===== config.mk =====
export PLATFORM = sky130hd
export DESIGN_NAME = matrix_multiply_check
export DESIGN_NICKNAME = d
export VERILOG_FILES = /design/src/rtl/matrix_multiply_check.sv
export SDC_FILE = /design/constraint.sdc
export NUM_CORES = 2
export LEC_CHECK = 0
export CAP_MARGIN = 20
export CORE_MARGIN = 5
export CORE_UTILIZATION = 55
export DETAILED_ROUTE_END_ITERATION = 8
export HOLD_SLACK_MARGIN = 0.03
export PLACE_DENSITY = 0.67
export RECOVER_POWER = 25
export REMOVE_ABC_BUFFERS = 1
export SLEW_MARGIN = 20
export SYNTH_ARGS = -nofsm -noshare
export SYNTH_HDL_FRONTEND = slang
export SYNTH_SLANG_ARGS = --single-unit

===== constraint.sdc =====
create_clock -name clk -period 11.2 [get_ports clk]
set_clock_uncertainty 0.2 [all_clocks]
set_input_delay 2.24 -clock clk [delete_from_list [all_inputs] [get_ports clk]]
set_output_delay 2.24 -clock clk [all_outputs]
set_load 0.01 [all_outputs]

===== src/rtl/matrix_multiply_check.sv =====
// Sequential fixed-point N x N matrix multiplier, C = A x B.
// Operands stream in row-major (A then B), one MAC per cycle, results
// stream out row-major with saturation to the DATA_W range.
// Optional build macro: IDENTITY_CHECK_EN adds the is_identity output and
// the TOL parameter, which grade the product against the identity matrix.
//
// state  | meaning
// S_LOAD | accepting 2*N*N operand words, in_ready high
// S_MAC  | accumulating A[i][k]*B[k][j] for k = 0..N-1
// S_EMIT | presenting C[i][j], waiting for out_ready
module matrix_multiply_check #(
  parameter int N      = 5,
  parameter int DATA_W = 16,
  parameter int FRAC_W = 8
`ifdef IDENTITY_CHECK_EN
  , parameter int TOL  = 2
`endif
) (
  input  logic              clk,
  input  logic              rst,
  input  logic              in_valid,
  output logic              in_ready,
  input  logic [DATA_W-1:0] in_data,
  output logic              out_valid,
  input  logic              out_ready,
  output logic [DATA_W-1:0] out_data,
  output logic [2:0]        out_row,
  output logic [2:0]        out_col,
  output logic              out_last,
  output logic              sat_flag,
  output logic              busy
`ifdef IDENTITY_CHECK_EN
  , output logic            is_identity
`endif
);

  localparam int NN    = N * N;
  localparam int ACC_W = 2 * DATA_W + $clog2(N);
  localparam int AW    = $clog2(NN);
  localparam int LW    = $clog2(2 * NN);

  localparam logic [LW-1:0] LD_LAST  = LW'(2 * NN - 1);
  localparam logic [LW-1:0] LD_B0    = LW'(NN);
  localparam logic [2:0]    IDX_LAST = 3'(N - 1);

  localparam logic signed [ACC_W-1:0] SAT_MAX = ACC_W'((64'sd1 <<< (DATA_W - 1)) - 64'sd1);
  localparam logic signed [ACC_W-1:0] SAT_MIN = ~SAT_MAX;
  localparam logic [DATA_W-1:0] RES_MAX = {1'b0, {(DATA_W-1){1'b1}}};
  localparam logic [DATA_W-1:0] RES_MIN = {1'b1, {(DATA_W-1){1'b0}}};

  typedef enum logic [1:0] {S_LOAD, S_MAC, S_EMIT} state_t;

  state_t                    state_q;
  logic [LW-1:0]             ld_cnt_q;
  logic [2:0]                i_q, j_q, k_q;
  logic signed [ACC_W-1:0]   acc_q;
  logic                      in_ready_q, out_valid_q, out_last_q, sat_q, busy_q;
  logic [DATA_W-1:0]         out_data_q;
  logic [2:0]                out_row_q, out_col_q;

  logic signed [DATA_W-1:0]  a_mem [NN];
  logic signed [DATA_W-1:0]  b_mem [NN];

  logic                      hs_in, hs_out;
  logic [AW-1:0]             ld_addr, a_addr, b_addr;
  logic signed [DATA_W-1:0]  a_el, b_el;
  logic signed [2*DATA_W-1:0] prod;
  logic signed [ACC_W-1:0]   acc_d, acc_sh;
  logic                      clamp_hi, clamp_lo;
  logic [DATA_W-1:0]         res_d;

  assign hs_in   = (state_q == S_LOAD) && in_valid && in_ready_q;
  assign hs_out  = (state_q == S_EMIT) && out_ready;
  assign ld_addr = (ld_cnt_q < LD_B0) ? AW'(ld_cnt_q) : AW'(ld_cnt_q - LD_B0);
  assign a_addr  = AW'(i_q * N + k_q);
  assign b_addr  = AW'(k_q * N + j_q);
  assign a_el    = a_mem[a_addr];
  assign b_el    = b_mem[b_addr];

  // One product term per cycle; the accumulator is wide enough that the
  // sum of N full-scale products cannot wrap, so only the output clamps.
  assign prod     = (2*DATA_W)'(a_el) * (2*DATA_W)'(b_el);
  assign acc_d    = acc_q + ACC_W'(prod);
  assign acc_sh   = acc_d >>> FRAC_W;
  assign clamp_hi = acc_sh > SAT_MAX;
  assign clamp_lo = acc_sh < SAT_MIN;
  assign res_d    = clamp_hi ? RES_MAX : (clamp_lo ? RES_MIN : acc_sh[DATA_W-1:0]);

`ifdef IDENTITY_CHECK_EN
  localparam logic signed [DATA_W:0] ONE_V = (DATA_W+1)'(1 <<< FRAC_W);
  localparam logic signed [DATA_W:0] TOL_V = (DATA_W+1)'(TOL);

  logic                      elem_sat_q, ident_run_q, is_identity_q;
  logic signed [DATA_W:0]    id_exp, id_diff, id_abs;
  logic                      elem_ok;

  assign id_exp  = (out_row_q == out_col_q) ? ONE_V : '0;
  assign id_diff = $signed({out_data_q[DATA_W-1], out_data_q}) - id_exp;
  assign id_abs  = id_diff[DATA_W] ? -id_diff : id_diff;
  assign elem_ok = !elem_sat_q && (id_abs <= TOL_V);
  assign is_identity = is_identity_q;
`endif

  // Operand storage; contents are don't-care until a full load completes.
  always_ff @(posedge clk) begin
    if (hs_in) begin
      if (ld_cnt_q < LD_B0) a_mem[ld_addr] <= in_data;
      else                  b_mem[ld_addr] <= in_data;
    end
  end

  // Sequencer with registered handshake and result outputs.
  always_ff @(posedge clk) begin
    if (rst) begin
      state_q     <= S_LOAD;
      ld_cnt_q    <= '0;
      i_q         <= '0;
      j_q         <= '0;
      k_q         <= '0;
      acc_q       <= '0;
      in_ready_q  <= 1'b1;
      out_valid_q <= 1'b0;
      out_data_q  <= '0;
      out_row_q   <= '0;
      out_col_q   <= '0;
      out_last_q  <= 1'b0;
      sat_q       <= 1'b0;
      busy_q      <= 1'b0;
`ifdef IDENTITY_CHECK_EN
      elem_sat_q    <= 1'b0;
      ident_run_q   <= 1'b0;
      is_identity_q <= 1'b0;
`endif
    end else begin
      case (state_q)
        S_LOAD: begin
          if (hs_in) begin
            if (ld_cnt_q == LD_LAST) begin
              state_q    <= S_MAC;
              ld_cnt_q   <= '0;
              in_ready_q <= 1'b0;
              busy_q     <= 1'b1;
              acc_q      <= '0;
              i_q        <= '0;
              j_q        <= '0;
              k_q        <= '0;
              sat_q      <= 1'b0;
`ifdef IDENTITY_CHECK_EN
              ident_run_q <= 1'b1;
`endif
            end else begin
              ld_cnt_q <= ld_cnt_q + 1'b1;
            end
          end
        end
        S_MAC: begin
          acc_q <= acc_d;
          if (k_q == IDX_LAST) begin
            state_q     <= S_EMIT;
            out_valid_q <= 1'b1;
            out_data_q  <= res_d;
            out_row_q   <= i_q;
            out_col_q   <= j_q;
            out_last_q  <= (i_q == IDX_LAST) && (j_q == IDX_LAST);
            if (clamp_hi || clamp_lo) sat_q <= 1'b1;
`ifdef IDENTITY_CHECK_EN
            elem_sat_q <= clamp_hi || clamp_lo;
`endif
          end else begin
            k_q <= k_q + 3'd1;
          end
        end
        S_EMIT: begin
          if (hs_out) begin
            out_valid_q <= 1'b0;
            out_last_q  <= 1'b0;
`ifdef IDENTITY_CHECK_EN
            ident_run_q <= ident_run_q && elem_ok;
`endif
            if (out_last_q) begin
              state_q    <= S_LOAD;
              in_ready_q <= 1'b1;
              busy_q     <= 1'b0;
`ifdef IDENTITY_CHECK_EN
              is_identity_q <= ident_run_q && elem_ok;
`endif
            end else begin
              state_q <= S_MAC;
              acc_q   <= '0;
              k_q     <= '0;
              if (j_q == IDX_LAST) begin
                j_q <= '0;
                i_q <= i_q + 3'd1;
              end else begin
                j_q <= j_q + 3'd1;
              end
            end
          end
        end
        default: state_q <= S_LOAD;
      endcase
    end
  end

  assign in_ready  = in_ready_q;
  assign out_valid = out_valid_q;
  assign out_data  = out_data_q;
  assign out_row   = out_row_q;
  assign out_col   = out_col_q;
  assign out_last  = out_last_q;
  assign sat_flag  = sat_q;
  assign busy      = busy_q;

endmodule


==> flow_summary.ini <==
[timing]
setup_viol = 0
period_needed_ns = 10.68
worstMarginPinSlew_ns = 2.42
slew_viol_final = 612
period_share = 0.954
fmax_mhz = 93.6
tns_ns = 0
worst_hold_slack_ns = 0.265
hold_violations = 0
rsz0062_at_grt = false
max-slew-margin-rel = -0.612

[worst_setup_path]
reg2reg_depth = 31
r2r-end = out_data[11]$_SDFFE_PP0P_
worstPathArrival_ns = 10.99
worstReg2RegStart = i_q[0]$_SDFFE_PP0P_
cp.required_ns = 11.51
crit_top_cell = fa_1
r2r_setup_slack_ns = 0.52
endpoint_kind = flop
worstSetupPathType = flop to flop
crit_fanout = 55
max_stage_delay_ns = 0.96
start_kind = flop
crit_slowest_cell = fa_4

[cts]
ctsHoldBuffers = 0
clkLatencyLatePin_ns = 0.67
htreeDepth = 3
clock-root-buffer = clkbuf_16
clk_pin_slew_ns = 0.07
tritoncts = built
numCtsBuffers = 90
ctsLongestPathBuffers = 3
cts.sinks = 879

[synth]
syn_area_per_cell_um2 = 15.0
synth_area_mm2 = 0.0463
ys_types = 87
yosys_warnings = 0
synth-main-ff-cell = edfxtp_1
synth_area_leader_cell = edfxtp_1
netlist_top_cells_count = edfxtp_1, inv_1, fa_1, nor2_1, mux4_2
ys_ff_latch = 879
synth_top_cell_area_share = 0.519
ys_seq_area_frac = 0.553
synth_edf_count = 800
synth-async-reset-ratio = 0
synth_area_leaders = edfxtp_1, fa_1, mux4_2, ha_1, dfxtp_1
synth_most_common_cell = edfxtp_1
syn_inst = 3083

[floorplan]
initial_core_util = 0.554
die_y_um = 300
core_mm2 = 0.0836
ios = 47
die_x_um = 300
die-area_mm2 = 0.0901
rows = 106

[finish]
drive_above_1_share = 0.194
multiInputGateArea_mm2 = 0.0188
design_area_mm2 = 0.0515
nets = 3654
area_delta_synth_final_pct = 11.3
post-route-util = 0.617
regArea_mm2 = 0.0256
nFillCells = 6121

[global_routing]
first_global_vias = 27400
overflow = 0
grt_pass1_wl_um = 166000
antenna_found_initial = 0
grt_usage = 0.242
grt_max_degree = 56

[detailed_routing]
drtPass1Iterations = 5
drt_iter0_markers = 2186
vias = 25800
ant_nets = 0
drt-total-wl_um = 107000
viasPerCell = 5.93
wl_per_cell_um = 24.6
drc_errors = 0

[worst_hold_path]
min_to = out_row[1]$_SDFFE_PP0P_
hold_class = flop to flop
hold_depth = 2
worstHoldStart = out_row[1]$_SDFFE_PP0P_

[status]
violations = capacitance limit, slew limit
status = finished, violations left

[placement]
hpwl_um = 71200
io_buffers = 46
finalWeightedCongestion = 0.904
placed_area_mm2 = 0.0484

[flow_run]
cap_violations = 12
==> layout by cell type (no fill, tap or decap), drive strengths merged, types with 18 or more instances in the layout <==
| master | n |
|---|---|
| nor2 | 306 |
| mux4 | 209 |
| clkbuf | 123 |
| edfxtp | 800 |
| a22oi | 29 |
| buf | 118 |
| ha | 128 |
| or2 | 118 |
| inv | 369 |
| dfxtp | 79 |
| a311oi | 19 |
| a21oi | 124 |
| nand2 | 87 |
| a211oi | 27 |
| xnor2 | 36 |
| mux2i | 34 |
| fa | 313 |
| nor2b | 30 |
| a21o | 18 |
| nand3 | 28 |
| clkinv | 36 |
| clkdlybuf4s50 | 29 |
| o21ai | 23 |
==> final cells by class <==
| class | count | share of cell area |
|---|---|---|
| Inverter | 368 | 0.0269 |
| Timing Repair Buffer | 159 | 0.0249 |
| Tap cell | 1080 | 0.0262 |
| Clock buffer | 111 | 0.0461 |
| Sequential cell | 879 | 0.497 |
| Antenna cell | 1 | 0.0000486 |
| Clock inverter | 53 | 0.0136 |
| Multi-Input combinational cell | 1695 | 0.365 |
==> logic make-up after synthesis <==
| group | after synthesis | share of synthesized area |
|---|---|---|
| xor+xnor | 53 | 0.0107 |
| buf+inv | 509 | 0.0432 |
| compound gates | 316 | 0.0482 |
| mux | 245 | 0.110 |
| fa+ha+maj | 441 | 0.170 |
| simple gates | 640 | 0.0651 |
| flops | 879 | 0.553 |
==> layer usage <==
| layer | track usage | part of all wire |
|---|---|---|
| met1 | 0.352 | 0.43 |
| met2 | 0.395 | 0.48 |
| met3 | 0.0378 | 0.067 |
| met4 | 0.0535 | 0.021 |
| met5 | 0 | 0 |
==> sequential cells by signal, indices dropped and copies added (netlist names), 3 cells and up <==
| register | cells |
|---|---|
| a_mem | 400 |
| b_mem | 400 |
| acc_q | 35 |
| out_data | 16 |
| ld_cnt_q | 6 |
| i_q | 3 |
| j_q | 3 |
| k_q | 3 |
| out_col | 3 |
| out_row | 3 |
==> metrics by stage <==
stage,cells,setup WS (ns)
after floorplan,2942,-1.04
after global placement,4179,0.210
after detailed placement,4179,0.248
after CTS,4343,0.240
after global routing,4345,0.0459
final,4346,0.515
==> worst max path at each step <==
stage,startpoint,endpoint,cells after the start
6_report,i_q[0]$_SDFFE_PP0P_,out_data[11]$_SDFFE_PP0P_,31
5_1_grt,i_q[0]$_SDFFE_PP0P_,out_data[11]$_SDFFE_PP0P_,32
4_1_cts,i_q[0]$_SDFFE_PP0P_,out_data[9]$_SDFFE_PP0P_,29
3_5_place_dp,i_q[0]$_SDFFE_PP0P_,out_data[9]$_SDFFE_PP0P_,29
3_3_place_gp,i_q[0]$_SDFFE_PP0P_,out_data[9]$_SDFFE_PP0P_,29
2_1_floorplan,j_q[0]$_SDFFE_PP0P_,out_data[9]$_SDFFE_PP0P_,24
==> critical path: cells and delay by family (launching register included) <==
family                     cells  cell delay [ns]
adders and majority gates     10             4.87
AOI/OAI and AO/OA              9             2.38
and+or+nand+nor                5             1.10
buffers and inverters          6             0.99
DFF                            1             0.51
muxes                          1             0.43
==> what timing repair did <==
action,4_1_cts,5_1_grt
resized for setup,0,2
setup endpoints to repair,0,15
setup buffers,0,2
Power is left out: the tool's default activity adds up to more than one toggle a clock period on the data nets, which glitch-free logic cannot reach.
